File: src/rtl/matrix_scan_driver_pkg.sv
// Shared types for the LED matrix scan path: grid layout, scan states and row extraction.
package matrix_pkg;

  localparam int GRID_DIM = 8;

  // Row r occupies bits [8r+7:8r]; bit c within a row is column c.
  typedef logic [GRID_DIM-1:0][GRID_DIM-1:0] grid_t;

  typedef enum logic {
    S_BLANK,
    S_DRIVE
  } scan_state_e;

  function automatic logic [GRID_DIM-1:0] grid_row(input grid_t g, input logic [2:0] idx);
    return g[idx];
  endfunction

endpackage

File: src/rtl/matrix_scan_driver_if.sv
// Frame handoff from the grid-update block: one 64-bit generation per valid/ready transfer.
interface matrix_scan_driver_if;
  import matrix_pkg::*;

  grid_t frame_in;
  logic  frame_valid;
  logic  frame_ready;

  modport master (output frame_in, output frame_valid, input frame_ready);
  modport slave  (input frame_in, input frame_valid, output frame_ready);

endinterface

File: src/rtl/matrix_scan_driver_buffer.sv
// Shadow/active frame pair: the shadow takes new generations, the active frame feeds the scanner.
module grid_double_buffer
  import matrix_pkg::*;
(
  input  logic                 clk,
  input  logic                 restart_n,
  matrix_scan_driver_if.slave  in_if,
  input  logic                 swap_i,
  output grid_t                active_o,
  output logic [15:0]          frame_count_o
);

  grid_t       shadow_q, shadow_d;
  grid_t       active_q, active_d;
  logic        shadow_full_q, shadow_full_d;
  logic [15:0] frame_count_q, frame_count_d;
  logic        accept;

  // Accept needs an empty shadow and swap needs a full one, so the two never collide.
  always_comb begin
    accept        = in_if.frame_valid && !shadow_full_q;
    shadow_d      = shadow_q;
    shadow_full_d = shadow_full_q;
    active_d      = active_q;
    frame_count_d = frame_count_q;
    if (accept) begin
      shadow_d      = in_if.frame_in;
      shadow_full_d = 1'b1;
    end else if (swap_i && shadow_full_q) begin
      active_d      = shadow_q;
      shadow_full_d = 1'b0;
      frame_count_d = frame_count_q + 16'd1;
    end
  end

  always_ff @(posedge clk) begin
    if (!restart_n) begin
      shadow_full_q <= 1'b0;
      active_q      <= '0;
      frame_count_q <= '0;
    end else begin
      shadow_full_q <= shadow_full_d;
      active_q      <= active_d;
      frame_count_q <= frame_count_d;
    end
  end

  always_ff @(posedge clk) begin
    shadow_q <= shadow_d;
  end

  assign in_if.frame_ready = !shadow_full_q;
  assign active_o          = active_q;
  assign frame_count_o     = frame_count_q;

endmodule

File: src/rtl/matrix_scan_driver.sv
// Row-multiplexed 8x8 LED scanner with blanking between rows and tear-free frame swaps.
module matrix_scan_driver
  import matrix_pkg::*;
#(
  parameter int ROW_DWELL      = 12500,
  parameter int BLANK_CYCLES   = 100,
  parameter bit ROW_ACTIVE_LOW = 1'b1,
  parameter bit COL_ACTIVE_LOW = 1'b0
) (
  input  logic                clk,
  input  logic                restart_n,
  matrix_scan_driver_if.slave frame_if,
  input  logic                display_en,
  output logic [7:0]          row_sel,
  output logic [7:0]          col_data,
  output logic                frame_start,
  output logic [15:0]         frame_count
);

  localparam int MAX_CYC = (ROW_DWELL > BLANK_CYCLES) ? ROW_DWELL : BLANK_CYCLES;
  localparam int CNT_W   = $clog2(MAX_CYC + 1);
  localparam logic [CNT_W-1:0] DWELL_LAST = CNT_W'(ROW_DWELL - 1);
  localparam logic [CNT_W-1:0] BLANK_LAST = CNT_W'(BLANK_CYCLES - 1);
  localparam logic [7:0] ROW_OFF = {8{ROW_ACTIVE_LOW}};
  localparam logic [7:0] COL_OFF = {8{COL_ACTIVE_LOW}};

  scan_state_e      state_q, state_d;
  logic [CNT_W-1:0] cnt_q, cnt_d;
  logic [2:0]       row_idx_q, row_idx_d;
  logic [7:0]       row_sel_q, row_sel_d;
  logic [7:0]       col_data_q, col_data_d;
  logic             frame_start_q, frame_start_d;
  logic [7:0]       row_on;
  logic             swap;
  grid_t            active;

  grid_double_buffer u_buf (
    .clk           (clk),
    .restart_n     (restart_n),
    .in_if         (frame_if),
    .swap_i        (swap),
    .active_o      (active),
    .frame_count_o (frame_count)
  );

  always_comb begin
    state_d   = state_q;
    cnt_d     = cnt_q;
    row_idx_d = row_idx_q;
    swap      = 1'b0;
    if (display_en) begin
      case (state_q)
        S_BLANK: begin
          if (cnt_q == BLANK_LAST) begin
            state_d = S_DRIVE;
            cnt_d   = '0;
          end else begin
            cnt_d = cnt_q + 1'b1;
          end
        end
        S_DRIVE: begin
          if (cnt_q == DWELL_LAST) begin
            state_d   = S_BLANK;
            cnt_d     = '0;
            row_idx_d = row_idx_q + 3'd1;
            swap      = (row_idx_q == 3'd7);
          end else begin
            cnt_d = cnt_q + 1'b1;
          end
        end
        default: state_d = S_BLANK;
      endcase
    end

    // Outputs are computed from the next state so they line up with the state register.
    row_on = 8'h01 << row_idx_d;
    if (display_en && (state_d == S_DRIVE)) begin
      row_sel_d  = row_on ^ ROW_OFF;
      col_data_d = grid_row(active, row_idx_d) ^ COL_OFF;
    end else begin
      row_sel_d  = ROW_OFF;
      col_data_d = COL_OFF;
    end
    frame_start_d = display_en && (state_q == S_BLANK) && (state_d == S_DRIVE) &&
                    (row_idx_q == 3'd0);
  end

  always_ff @(posedge clk) begin
    if (!restart_n) begin
      state_q       <= S_BLANK;
      cnt_q         <= '0;
      row_idx_q     <= '0;
      row_sel_q     <= ROW_OFF;
      col_data_q    <= COL_OFF;
      frame_start_q <= 1'b0;
    end else begin
      state_q       <= state_d;
      cnt_q         <= cnt_d;
      row_idx_q     <= row_idx_d;
      row_sel_q     <= row_sel_d;
      col_data_q    <= col_data_d;
      frame_start_q <= frame_start_d;
    end
  end

  assign row_sel     = row_sel_q;
  assign col_data    = col_data_q;
  assign frame_start = frame_start_q;

endmodule
File: src/flat_wrapper.sv
// flat-port wrapper written by rule: the top's interface ports become plain ports
module matrix_scan_driver_flat import matrix_pkg::*;
#(
  parameter int ROW_DWELL      = 12500,
  parameter int BLANK_CYCLES   = 100,
  parameter bit ROW_ACTIVE_LOW = 1'b1,
  parameter bit COL_ACTIVE_LOW = 1'b0
)
  (clk, restart_n, display_en, row_sel, col_data, frame_start, frame_count, frame_if_frame_in, frame_if_frame_valid, frame_if_frame_ready);
  matrix_scan_driver_if frame_if_i ();
  input  logic clk;
  input  logic restart_n;
  input  logic display_en;
  output logic [7:0] row_sel;
  output logic [7:0] col_data;
  output logic frame_start;
  output logic [15:0] frame_count;
  input wire logic [$bits(frame_if_i.frame_in)-1:0] frame_if_frame_in;
  input wire logic [$bits(frame_if_i.frame_valid)-1:0] frame_if_frame_valid;
  output wire logic [$bits(frame_if_i.frame_ready)-1:0] frame_if_frame_ready;
  assign frame_if_i.frame_in = frame_if_frame_in;
  assign frame_if_i.frame_valid = frame_if_frame_valid;
  assign frame_if_frame_ready = frame_if_i.frame_ready;
  matrix_scan_driver #(.ROW_DWELL(ROW_DWELL), .BLANK_CYCLES(BLANK_CYCLES), .ROW_ACTIVE_LOW(ROW_ACTIVE_LOW), .COL_ACTIVE_LOW(COL_ACTIVE_LOW)) u_core (.clk(clk), .restart_n(restart_n), .frame_if(frame_if_i), .display_en(display_en), .row_sel(row_sel), .col_data(col_data), .frame_start(frame_start), .frame_count(frame_count));
endmodule
File: config.mk
export PLATFORM = sky130hd
export DESIGN_NAME = matrix_scan_driver_flat
export DESIGN_NICKNAME = d
export VERILOG_FILES = /design/src/rtl/matrix_scan_driver_pkg.sv /design/src/rtl/matrix_scan_driver_if.sv /design/src/rtl/matrix_scan_driver_buffer.sv /design/src/rtl/matrix_scan_driver.sv /design/src/flat_wrapper.sv
export SDC_FILE = /design/constraint.sdc
export NUM_CORES = 1
export LEC_CHECK = 0
export ABC_CLOCK_PERIOD_IN_PS = 10300
export BUFFER_PORTS_ARGS = -buffer_cell sky130_fd_sc_hd__buf_2
export CORE_MARGIN = 2
export CORE_UTILIZATION = 30
export CTS_CLUSTER_SIZE = 28
export DETAILED_ROUTE_END_ITERATION = 8
export PLACE_DENSITY = 0.55
export SLEW_MARGIN = 20
export SYNTH_ARGS = -nofsm -noshare
export SYNTH_HDL_FRONTEND = slang
export SYNTH_SLANG_ARGS = --single-unit
File: constraint.sdc
create_clock -name clk -period 10.3 [get_ports clk]
set_clock_uncertainty 0.05 [all_clocks]
set_input_delay 1.545 -clock clk [delete_from_list [all_inputs] [get_ports clk]]
set_output_delay 1.545 -clock clk [all_outputs]
set_load 0.005 [all_outputs]
==> results.md, run 1 <==
* Run status: complete, no violations
* Placeable Area at 24200 sq um
* Worst rel slew slack at 0.316
* DRC violations left at 0
* Worst flop-to-flop path endpoint: u_core.col_data[5]
* Async set-reset flop share out of synthesis at 0
* Total negative slack for setup checks at 0 ns
* Initial Util at 0.304
* DR vias/cell at 4.66
* Die footprint at 25900 sq um
* Share of the cycle needed by the critical path after routing at 0.330
* Endpoints failing hold at 0
* WHS at 0.427 ns
* Hold wc startpoint: u_core.u_buf.active_o[35]
* Max cap viols at 0
* Number of synthesized flops with an enable pin at 64
* Port bufs at 101
* Clock insertion delay at the later pin of the skew report at 0.44 ns
* Pins over their slew limit at 0
* Number of sinks handled by clock tree synthesis at 180
* PwrDens at 161 nW/um^2
* CP Data Arrival Time at 3.72 ns
* Total nets after synthesis at 853
* Number of hold buffers added after cts at 0
* Destination of the worst hold path: u_core.u_buf.active_o[35]
* I/O pin total at 102
* Type of element launching the critical path: input port
* Post-Route Utilization at 0.359
* Reg2reg setup slack at 7.16 ns
* X dimension of the die at 161 um
* Peak supply drop at 0.107 mV
* Largest fanout on the critical path at 66
* Req. time, crit path at 10.61 ns
* Pin slew with the least headroom to its limit at 1.01 ns
* Setup repair after global routing missed its margin: false
* Commonest non-fill, non-tap cell in the layout: nand2_1
* TritonRoute pass-1 iters at 5
* Reg2reg path depth at 6
* Endpoint class of the critical path: flop
* Hold Crit Depth at 2
* Type of the worst min-delay path: flop to flop
* Sequential area share after synthesis at 0.575
* Final Power at 1400 uW
* Area growth from synthesis to layout at 18.0%
* Clock buffer count from CTS at 17
* Layout cell share with drive strength beyond 1 at 0.170
* Reported leakage power at 0.00295 uW
* Clock-pin transition on the worst setup and hold timing paths at 0.07 ns
* WS Path Type: input port to flop
* Clk root buf: clkbuf_16
* CTS resizes at 0
* Postcts setup bufs at 0
* Count of routing violations after the opening detailed-route iteration at 364
* TritonCTS clock tree: built
* Primary FF master, synth: dfxtp_1
* Register bit total from synthesis at 180
* Inserted Diodes at 0
* Number of setup violations in the final report at 0
* Die Ht at 161 um
* Maximum clock frequency at 0.294 GHz
* Via count of the first global-routing pass at 5231
* Routed wire length at 17700 um
* Overall global routing resource usage at 0.140
* Min Tclk post-route at 3.40 ns
* Most frequent cells in the layout: nand2_1 (251), dfxtp_1 (116), buf_2 (101)
* Vias at 5576
* Post-route ant nets at 0
* Routability-driven placement congestion ratio at 0.743
* CTS HTree Levels at 4
* Mean instance size in the synthesized netlist at 9.46 sq um
* Initial antenna violation count at 0
* DR WL/cell at 14.8 um
* Pin count of the biggest net entering global routing at 91
* Bufs on Longest Clock Path at 2
* Cell area after synthesis at 7380 sq um
* Yosys cell types at 39
* Number of rows in the core area at 57
* Global-route wire length before repair at 28300 um
* Reg-to-Reg Start: u_core.cnt_q[0]
* DPL Wire Length at 11700 um
* Layout net count at 933
* Overflow left after global routing at 0
* Synthesized instance count at 780
* Yosys warns at 0
[critical path, cell delays in order]
cell and delay, ns:
buf_2 0.26, nand4_1 0.21, nor4_4 0.17, buf_4 0.39
and2_2 0.21, buf_4 0.51, nand2_1 0.19, a21boi_0 0.19
[cells by family after synthesis]
group | share of synthesized area
simple gates | 0.197
flops | 0.575
compound gates | 0.154
buf+inv | 0.0288
xor+xnor | 0.0237
mux | 0.0122
fa+ha+maj | 0.00848
[state kept, by name, indices dropped and copies added, names as in the netlist]
signal	count
u_core.col_data	8
u_core.row_sel	8
u_core.state_q	1
u_core.u_buf.shadow_full_q	1
u_core.u_buf.frame_count_o	16
u_core.cnt_q	14
u_core.u_buf.active_o	64
u_core.row_idx_q	3
u_core.u_buf.shadow_q	64
u_core.frame_start	1
[cell usage after synthesis (2+ instances only)]
| cell type | number | share of area |
|---|---|---|
| edfxtp_1 | 64 | 0.26 |
| buf_1 | 2 | 0.0010 |
| or3_1 | 11 | 0.0093 |
| nor2b_1 | 2 | 0.0017 |
| dfxtp_1 | 116 | 0.31 |
| xnor2_1 | 15 | 0.018 |
| buf_2 | 8 | 0.0054 |
| nand2_1 | 252 | 0.13 |
| nand4b_1 | 2 | 0.0024 |
| nand3_1 | 7 | 0.0047 |
| and2_1 | 9 | 0.0076 |
| o21a_1 | 2 | 0.0020 |
| nor4_1 | 3 | 0.0025 |
| xor2_1 | 5 | 0.0059 |
| o21ai_0 | 32 | 0.022 |
| mux2i_1 | 9 | 0.012 |
| or4_1 | 2 | 0.0020 |
| nand4_1 | 11 | 0.0093 |
| ha_1 | 5 | 0.0085 |
| inv_1 | 5 | 0.0025 |
| nand2b_1 | 2 | 0.0017 |
| nor2_1 | 20 | 0.010 |
| o2111ai_1 | 8 | 0.0095 |
| clkbuf_1 | 38 | 0.019 |
| nor3_1 | 3 | 0.0020 |
| and4_1 | 2 | 0.0024 |
| o21ai_1 | 2 | 0.0014 |
| a21oi_1 | 52 | 0.035 |
| and3_1 | 5 | 0.0042 |
| a21boi_0 | 77 | 0.078 |
[routing by layer]
metal | wire (um) | share of wire | global-route usage
met2 | 8320 | 0.47 | 0.226
met1 | 8510 | 0.48 | 0.190
met5 | 0 | 0 | 0
met3 | 671 | 0.038 | 0.0261
met4 | 238 | 0.013 | 0.0463
[report_power, final]
| part | internal (uW) | total (uW) | switching, uW |
|---|---|---|---|
| Combinational | 15.7 | 34.7 | 19.0 |
| Sequential | 754 | 759 | 5.84 |
| Clock | 312 | 605 | 293 |
[final cells by class]
cell class | instances | area [sq um]
multi-input combinational | 546 | 2940
fill | 2553 | 15500
tap | 324 | 405
sequential | 180 | 4240
timing repair buffer | 109 | 566
clock buffer | 18 | 429
inverter | 6 | 22.5
clock inverter | 14 | 104
[stage by stage]
stage,area [sq um],cells,setup WS [ns]
2_1_floorplan,7380,780,5.40
3_3_place_gp,8170,1165,6.48
3_5_place_dp,8170,1165,6.42
4_1_cts,8710,1197,6.87
5_1_grt,8710,1197,6.66
6_report,8710,1197,6.90
[worst max-delay path by stage]
stage,depth (start not counted),startpoint,to
floorplan,1,frame_if_frame_valid,u_core.u_buf.shadow_q[0]
global placement,8,display_en,u_core.u_buf.active_o[32]
detailed placement,8,display_en,u_core.u_buf.active_o[56]
CTS,8,display_en,u_core.u_buf.active_o[56]
global route,8,display_en,u_core.u_buf.active_o[20]
finish,8,display_en,u_core.u_buf.active_o[56]
(Power assumes the default switching activity.)
==> run 2, diff against run 1 <==
--- a/config.mk
+++ b/config.mk
@@ -5,13 +5,13 @@
 export SDC_FILE = /design/constraint.sdc
 export NUM_CORES = 1
 export LEC_CHECK = 0
-export ABC_CLOCK_PERIOD_IN_PS = 10300
+export ABC_CLOCK_PERIOD_IN_PS = 3100
 export BUFFER_PORTS_ARGS = -buffer_cell sky130_fd_sc_hd__buf_2
 export CORE_MARGIN = 2
 export CORE_UTILIZATION = 30
 export CTS_CLUSTER_SIZE = 28
 export DETAILED_ROUTE_END_ITERATION = 8
-export PLACE_DENSITY = 0.55
+export PLACE_DENSITY = 0.57
 export SLEW_MARGIN = 20
 export SYNTH_ARGS = -nofsm -noshare
 export SYNTH_HDL_FRONTEND = slang
==> constraint.sdc (replaced) <==
create_clock -name clk -period 3.1 [get_ports clk]
set_clock_uncertainty 0.05 [all_clocks]
set_input_delay 0.465 -clock clk [delete_from_list [all_inputs] [get_ports clk]]
set_output_delay 0.465 -clock clk [all_outputs]
set_load 0.005 [all_outputs]
==> run 2 against run 1 <==
Against the previous run:
- flip-flop and latch count stayed put
- worst hold slack lost 0.28 ns
- clock-buffer cell count rose by 1
- critical path depth is 2 lower
- via count grew 1.8%
- setup slack got worse by 6.6 ns
==> results.md, run 2 (synthesis results as in run 1) <==
* Endpoints failing hold at 0 (unchanged)
* I/O pin total at 102 (unchanged)
* Reg2reg path depth at 6 (unchanged)
* Layout net count at 942 (+0.96%)
* Number of sinks handled by clock tree synthesis at 180 (unchanged)
* Count of routing violations after the opening detailed-route iteration at 441 (+21%)
* Most frequent cells in the layout: nand2_1 (251), dfxtp_1 (116), buf_2 (101)
* Slowest library cell on the worst path: or4_1
* Peak supply drop at 0.325 mV (+200%)
* Routed wire length at 17600 um (-0.55%)
* Buf/Inv on CP at 0 (-3)
* Routability-driven placement congestion ratio at 0.779 (+4.8%)
* Req. time, crit path at 3.39 ns (-7.22 ns)
* Max cap viols at 0 (unchanged)
* Hold wc startpoint: frame_if_frame_in[47]
* PnR worst setup slack at 0.328 ns (-6.57 ns)
* Post-Route Utilization at 0.364 (+0.00490)
* Clock buffer count from CTS at 17 (unchanged)
* Type of the worst min-delay path: input port to flop
* DR vias/cell at 4.70 (+0.91%)
* Setup repair after global routing missed its margin: false
* Cell type group with the largest total delay on the critical path: simple AND/OR/NAND/NOR gates
* Type of element launching the critical path: flop
* Maximum clock frequency at 0.361 GHz
* Bufs on Longest Clock Path at 2 (unchanged)
* Reg2reg setup slack at 0.33 ns (-6.83 ns)
* Cell area reported after detailed placement at 8270 sq um (+1.1%)
* Clock-pin transition on the worst setup and hold timing paths at 0.07 ns (about the same)
* Worst setup slack before clock tree synthesis at 0.340 ns (-6.08 ns)
* Die footprint at 25900 sq um (unchanged)
* Min Tclk post-route at 2.77 ns
* Post-route ant nets at 0 (unchanged)
* Total negative slack for setup checks at 0 ns (unchanged)
* Number of setup violations in the final report at 0 (unchanged)
* Reported leakage power at 0.00301 uW (+2.3%)
* Worst flop-to-flop path endpoint: u_core.col_data[0]
* Placeable Area at 24200 sq um (unchanged)
* Initial antenna violation count at 1 (+1)
* Number of hold buffers added after cts at 0 (unchanged)
* CP cell instances: ha_1 > or4b_4 > or4_1 > a21oi_1 > nand4_2 > o2111ai_1
* Postcts setup bufs at 0 (unchanged)
* Overall global routing resource usage at 0.141 (+0.000228)
* Layout cell share with drive strength beyond 1 at 0.179 (+0.00961)
* WS Path Type: flop to flop
* Clk root buf: clkbuf_16
* Run status: complete, no violations
* Largest fanout on the critical path at 10 (-85%)
* Endpoint class of the critical path: flop
* DPL Wire Length at 12000 um (+2.1%)
* Number of rows in the core area at 57 (unchanged)
* Hold Crit Depth at 1 (-1)
* Overflow left after global routing at 0 (unchanged)
* Port bufs at 101 (unchanged)
* Reg-to-Reg Start: u_core.cnt_q[0]
* Destination of the worst hold path: u_core.u_buf.shadow_q[47]
* Commonest non-fill, non-tap cell in the layout: nand2_1
* CP Data Arrival Time at 3.07 ns (-0.65 ns)
* CTS HTree Levels at 4 (unchanged)
* PwrDens at 533 nW/um^2 (+230%)
* Pin slew with the least headroom to its limit at 0.801 ns (-0.212 ns)
* Global-route wire length before repair at 28600 um (+0.88%)
* Initial Util at 0.304 (unchanged)
* Share of the cycle needed by the critical path after routing at 0.894
* Clock insertion delay at the later pin of the skew report at 0.43 ns (about the same)
* Delay of the slowest cell on the worst path at 0.70 ns (+0.19 ns)
* DR WL/cell at 14.6 um (-1.4%)
* Post-Layout Inst Area at 8820 sq um (+1.4%)
* Die Ht at 161 um (unchanged)
* FILL cells at 2497 (-2.2%)
* Worst rel slew slack at 0.466 (+0.150)
* DRC violations left at 0 (unchanged)
* Area growth from synthesis to layout at 19.6%
* WHS at 0.150 ns (-0.277 ns)
* TritonRoute pass-1 iters at 4 (-1)
* TritonCTS clock tree: built
* Vias at 5674 (+1.8%)
* CTS resizes at 0 (unchanged)
* Pin count of the biggest net entering global routing at 65 (-29%)
* Via count of the first global-routing pass at 5355 (+2.4%)
* Pins over their slew limit at 0 (unchanged)
* X dimension of the die at 161 um (unchanged)
run 2: cell count changes in the layout (fill, tap and decap cells not counted):
cell        change
clkinv_2        -2
clkinvlp_4      -1
inv_4           +1
clkinv_1        -1
buf_12          +2
inv_6           -2
clkinv_4        +1
clkbuf_8        +1
diode_2         +1
inv_8           +3
buf_4           +7
run 2: final cells by class:
type	count	area, sq um	share of cell area
multi-input cells	546	2940	0.333
diodes	1	2.50	0.000284
inverters	6	22.5	0.00255
flip-flops and latches	180	4240	0.481
repair buffers	118	658	0.0746
clock inverters	13	114	0.0129
clock buffers	19	443	0.0502
well taps	324	405	0.0459
run 2: through the flow:
step,instances,power (uW)
final,1207,4700
after global routing,1206,4860
after CTS,1206,4760
after detailed placement,1174,2700
after global placement,1174,2700
after floorplan,780,2620
run 2: worst max path at each step:
stage | cells after the start | slack [ns] | end | startpoint
final | 6 | 0.33 | u_core.col_data[0] | u_core.cnt_q[0]
after floorplan | 1 | 0.47 | u_core.u_buf.shadow_q[0] | frame_if_frame_valid
after CTS | 6 | 0.33 | u_core.col_data[0] | u_core.cnt_q[0]
after global placement | 6 | 0.38 | u_core.row_sel[5] | u_core.cnt_q[0]
after detailed placement | 6 | 0.34 | u_core.col_data[0] | u_core.cnt_q[0]
after global routing | 6 | 0.11 | u_core.u_buf.frame_count_o[13] | u_core.cnt_q[0]
run 2: power by group:
group,total (uW),internal [uW],switching (uW)
sequential,2520,2500,19.2
combinational,119,54.5,64.3
clock,2060,1080,982
run 2: worst reg2reg max path: cells and delay by family (launching register included):
family / cells / cell delay [ns]
AOI/OAI and AO/OA: 2 / 0.52
DFF: 1 / 0.37
and+or+nand+nor: 3 / 1.55
adders and majority gates: 1 / 0.21
run 2: metal layers:
metal  GRT usage  vias up  part of all wire
met2       0.224      118              0.46
met5           0        -           0.00074
met3      0.0300       18             0.043
met4      0.0406        2             0.011
met1       0.193     2685              0.48
li1            -     2851                 -
==> run 3, diff against run 2 <==
--- a/config.mk
+++ b/config.mk
@@ -5,13 +5,14 @@
 export SDC_FILE = /design/constraint.sdc
 export NUM_CORES = 1
 export LEC_CHECK = 0
-export ABC_CLOCK_PERIOD_IN_PS = 3100
+export ABC_CLOCK_PERIOD_IN_PS = 2650
 export BUFFER_PORTS_ARGS = -buffer_cell sky130_fd_sc_hd__buf_2
+export CORE_ASPECT_RATIO = 0.5
 export CORE_MARGIN = 2
 export CORE_UTILIZATION = 30
 export CTS_CLUSTER_SIZE = 28
 export DETAILED_ROUTE_END_ITERATION = 8
-export PLACE_DENSITY = 0.57
+export PLACE_DENSITY = 0.55
 export SLEW_MARGIN = 20
 export SYNTH_ARGS = -nofsm -noshare
 export SYNTH_HDL_FRONTEND = slang
==> constraint.sdc (replaced) <==
create_clock -name clk -period 2.65 [get_ports clk]
set_clock_uncertainty 0.05 [all_clocks]
set_input_delay 0.3975 -clock clk [delete_from_list [all_inputs] [get_ports clk]]
set_output_delay 0.3975 -clock clk [all_outputs]
set_load 0.005 [all_outputs]
==> run 3 against run 2 <==
Against the previous run:
- cell area up 2.5%
- critical path depth increased by 2
- core utilization is 1.2 points higher
- clock-buffer cell count did not move
- register-to-register slack worse by 0.14 ns
- largest power group unchanged
==> results.md, run 3 (synthesis results as in run 1) <==
* Worst rel slew slack at 0.437 (-0.0289)
* DR vias/cell at 4.65 (-1.2%)
* Total negative slack for setup checks at 0 ns (unchanged)
* Pin slew with the least headroom to its limit at 0.844 ns (+0.0433 ns)
* Via count of the first global-routing pass at 5592 (+4.4%)
* Run status: complete, no violations
* Number of hold buffers added after cts at 0 (unchanged)
* Clock-pin transition on the worst setup and hold timing paths at 0.07 ns (about the same)
* Max cap viols at 0 (unchanged)
* PwrDens at 621 nW/um^2 (+17%)
* Inserted Diodes at 0 (-1)
* Port bufs at 101 (unchanged)
* Number of rows in the core area at 40 (-30%)
* TritonCTS clock tree: built
* Type of element launching the critical path: flop
* Number of setup violations in the final report at 0 (unchanged)
* Number of sinks handled by clock tree synthesis at 180 (unchanged)
* Most frequent cells in the layout: nand2_1 (251), dfxtp_1 (116), buf_2 (101)
* Largest fanout on the critical path at 11 (+1)
* Footprint of the multi-input gates at 2960 sq um (+0.81%)
* Count of routing violations after the opening detailed-route iteration at 397 (-10%)
* Initial Util at 0.307 (+0.00221)
* Maximum clock frequency at 0.406 GHz (+13%)
* Placeable Area at 24100 sq um (-0.72%)
* Endpoints failing hold at 0 (unchanged)
* Bufs on Longest Clock Path at 2 (unchanged)
* Clk root buf: clkbuf_16
* Overall global routing resource usage at 0.141 (+0.000471)
* Clock buffer count from CTS at 17 (unchanged)
* Pins over their slew limit at 0 (unchanged)
* DRC violations left at 0 (unchanged)
* Routability-driven placement congestion ratio at 0.755 (-3.0%)
* Number of standard cells in the layout, taps in and fillers out at 1232 (+2.1%)
* Min Tclk post-route at 2.46 ns (-0.309 ns)
* Share of the cycle needed by the critical path after routing at 0.929 (+0.0351)
* FILL cells at 2414 (-3.3%)
* Clock insertion delay at the later pin of the skew report at 0.43 ns (about the same)
* Number of cells in the design after placement at 1197 (+2.0%)
* DR WL/cell at 14.3 um (-2.5%)
* Reported leakage power at 0.00310 uW (+2.9%)
* Post-route ant nets at 0 (unchanged)
* Layout net count at 956 (+1.5%)
* CTS HTree Levels at 4 (unchanged)
* X dimension of the die at 226 um (+40%)
* Routed wire length at 17600 um (-0.43%)
* Global-route wire length before repair at 28600 um (about the same)
* Flip-flop and latch area at 4240 sq um (unchanged)
* Layout cell share with drive strength beyond 1 at 0.194 (+0.0151)
* I/O pin total at 102 (unchanged)
* Initial antenna violation count at 0 (-1)
* Final Power at 5610 uW (+19%)
* Peak supply drop at 0.328 mV (+0.94%)
* Setup repair after global routing missed its margin: false
* Area growth from synthesis to layout at 22.5%
* Commonest non-fill, non-tap cell in the layout: nand2_1
* Endpoint class of the critical path: flop
* Overflow left after global routing at 0 (unchanged)
* CP Data Arrival Time at 2.71 ns (-0.36 ns)
* Die footprint at 25900 sq um (+0.30%)
* Pin count of the biggest net entering global routing at 65 (unchanged)
* WS Path Type: flop to flop
* Die Ht at 115 um (-29%)
* TritonRoute pass-1 iters at 4 (unchanged)
* DPL Wire Length at 12200 um (+1.5%)
* Type of the worst min-delay path: input port to flop
* Req. time, crit path at 2.90 ns (-0.49 ns)
* Vias at 5723 (+0.86%)
==> run 3: cell types whose count changed in the layout (fill, tap and decap cells not counted), sizes merged <==
cell,previous run,this run
buf,118,132
clkinv,4,5
bufinv,0,2
diode,1,0
inv,14,11
==> run 3: final timing paths <==
check	to	start	cells past startpoint	slack, ns
min reg2reg	u_core.u_buf.active_o[42]	u_core.u_buf.active_o[42]	2	0.41
max	u_core.col_data[4]	u_core.cnt_q[1]	8	0.19
max reg2reg	u_core.col_data[4]	u_core.cnt_q[1]	8	0.19
min	u_core.u_buf.shadow_q[8]	frame_if_frame_in[8]	1	0.08
==> run 3: final cells by class <==
| class | count | share of cell area |
|---|---|---|
| flip-flops and latches | 180 | 0.469 |
| multi-input cells | 546 | 0.327 |
| repair buffers | 132 | 0.0898 |
| clock buffers | 19 | 0.0479 |
| well taps | 336 | 0.0465 |
| clock inverters | 13 | 0.0166 |
| inverters | 6 | 0.00249 |
==> run 3: timing repair <==
action	4_1_cts	5_1_grt
buffers inserted	0	3
resized for setup	5	2
pin swaps	0	4
endpoints found under the setup margin	10	70
==> run 3: critical path, cell delays in order, from the launching register on <==
cell and delay [ns]:
dfxtp_1 0.35, ha_1 0.17, or4b_4 0.52, nor4_4 0.28
xnor2_2 0.23, buf_12 0.20, mux2i_1 0.28, buf_4 0.16
o2111ai_1 0.09
==> run 3: per-stage QoR <==
| stage | setup slack, ns | utilization | hold slack [ns] | cell area (sq um) |
|---|---|---|---|---|
| 2_1_floorplan | 0.0827 | - | 0.390 | 7380 |
| 3_3_place_gp | -0.137 | 0.349 | 0.399 | 8400 |
| 3_5_place_dp | -0.108 | 0.349 | 0.408 | 8400 |
| 4_1_cts | 0.0566 | 0.374 | 0.0679 | 9010 |
| 5_1_grt | 0.0119 | 0.376 | 0.0530 | 9040 |
| 6_report | 0.187 | 0.376 | 0.0835 | 9040 |
==> run 3: per-layer routing <==
layer  up-vias  GRT usage  share of wire
li1       2878          -              -
met1      2760      0.181           0.47
met2        71      0.231           0.48
met3        14     0.0445          0.045
met4         0     0.0375          0.011
met5         -          0              0
==> run 3: power by group <==
part / switching, uW / total (uW) / internal, uW / leakage (uW)
Combinational: 76.3 / 147 / 70.5 / 0.00127
Sequential: 20.1 / 2950 / 2930 / 0.00154
Clock: 1110 / 2520 / 1410 / 0.000285
Total: 1200 / 5610 / 4410 / 0.00310
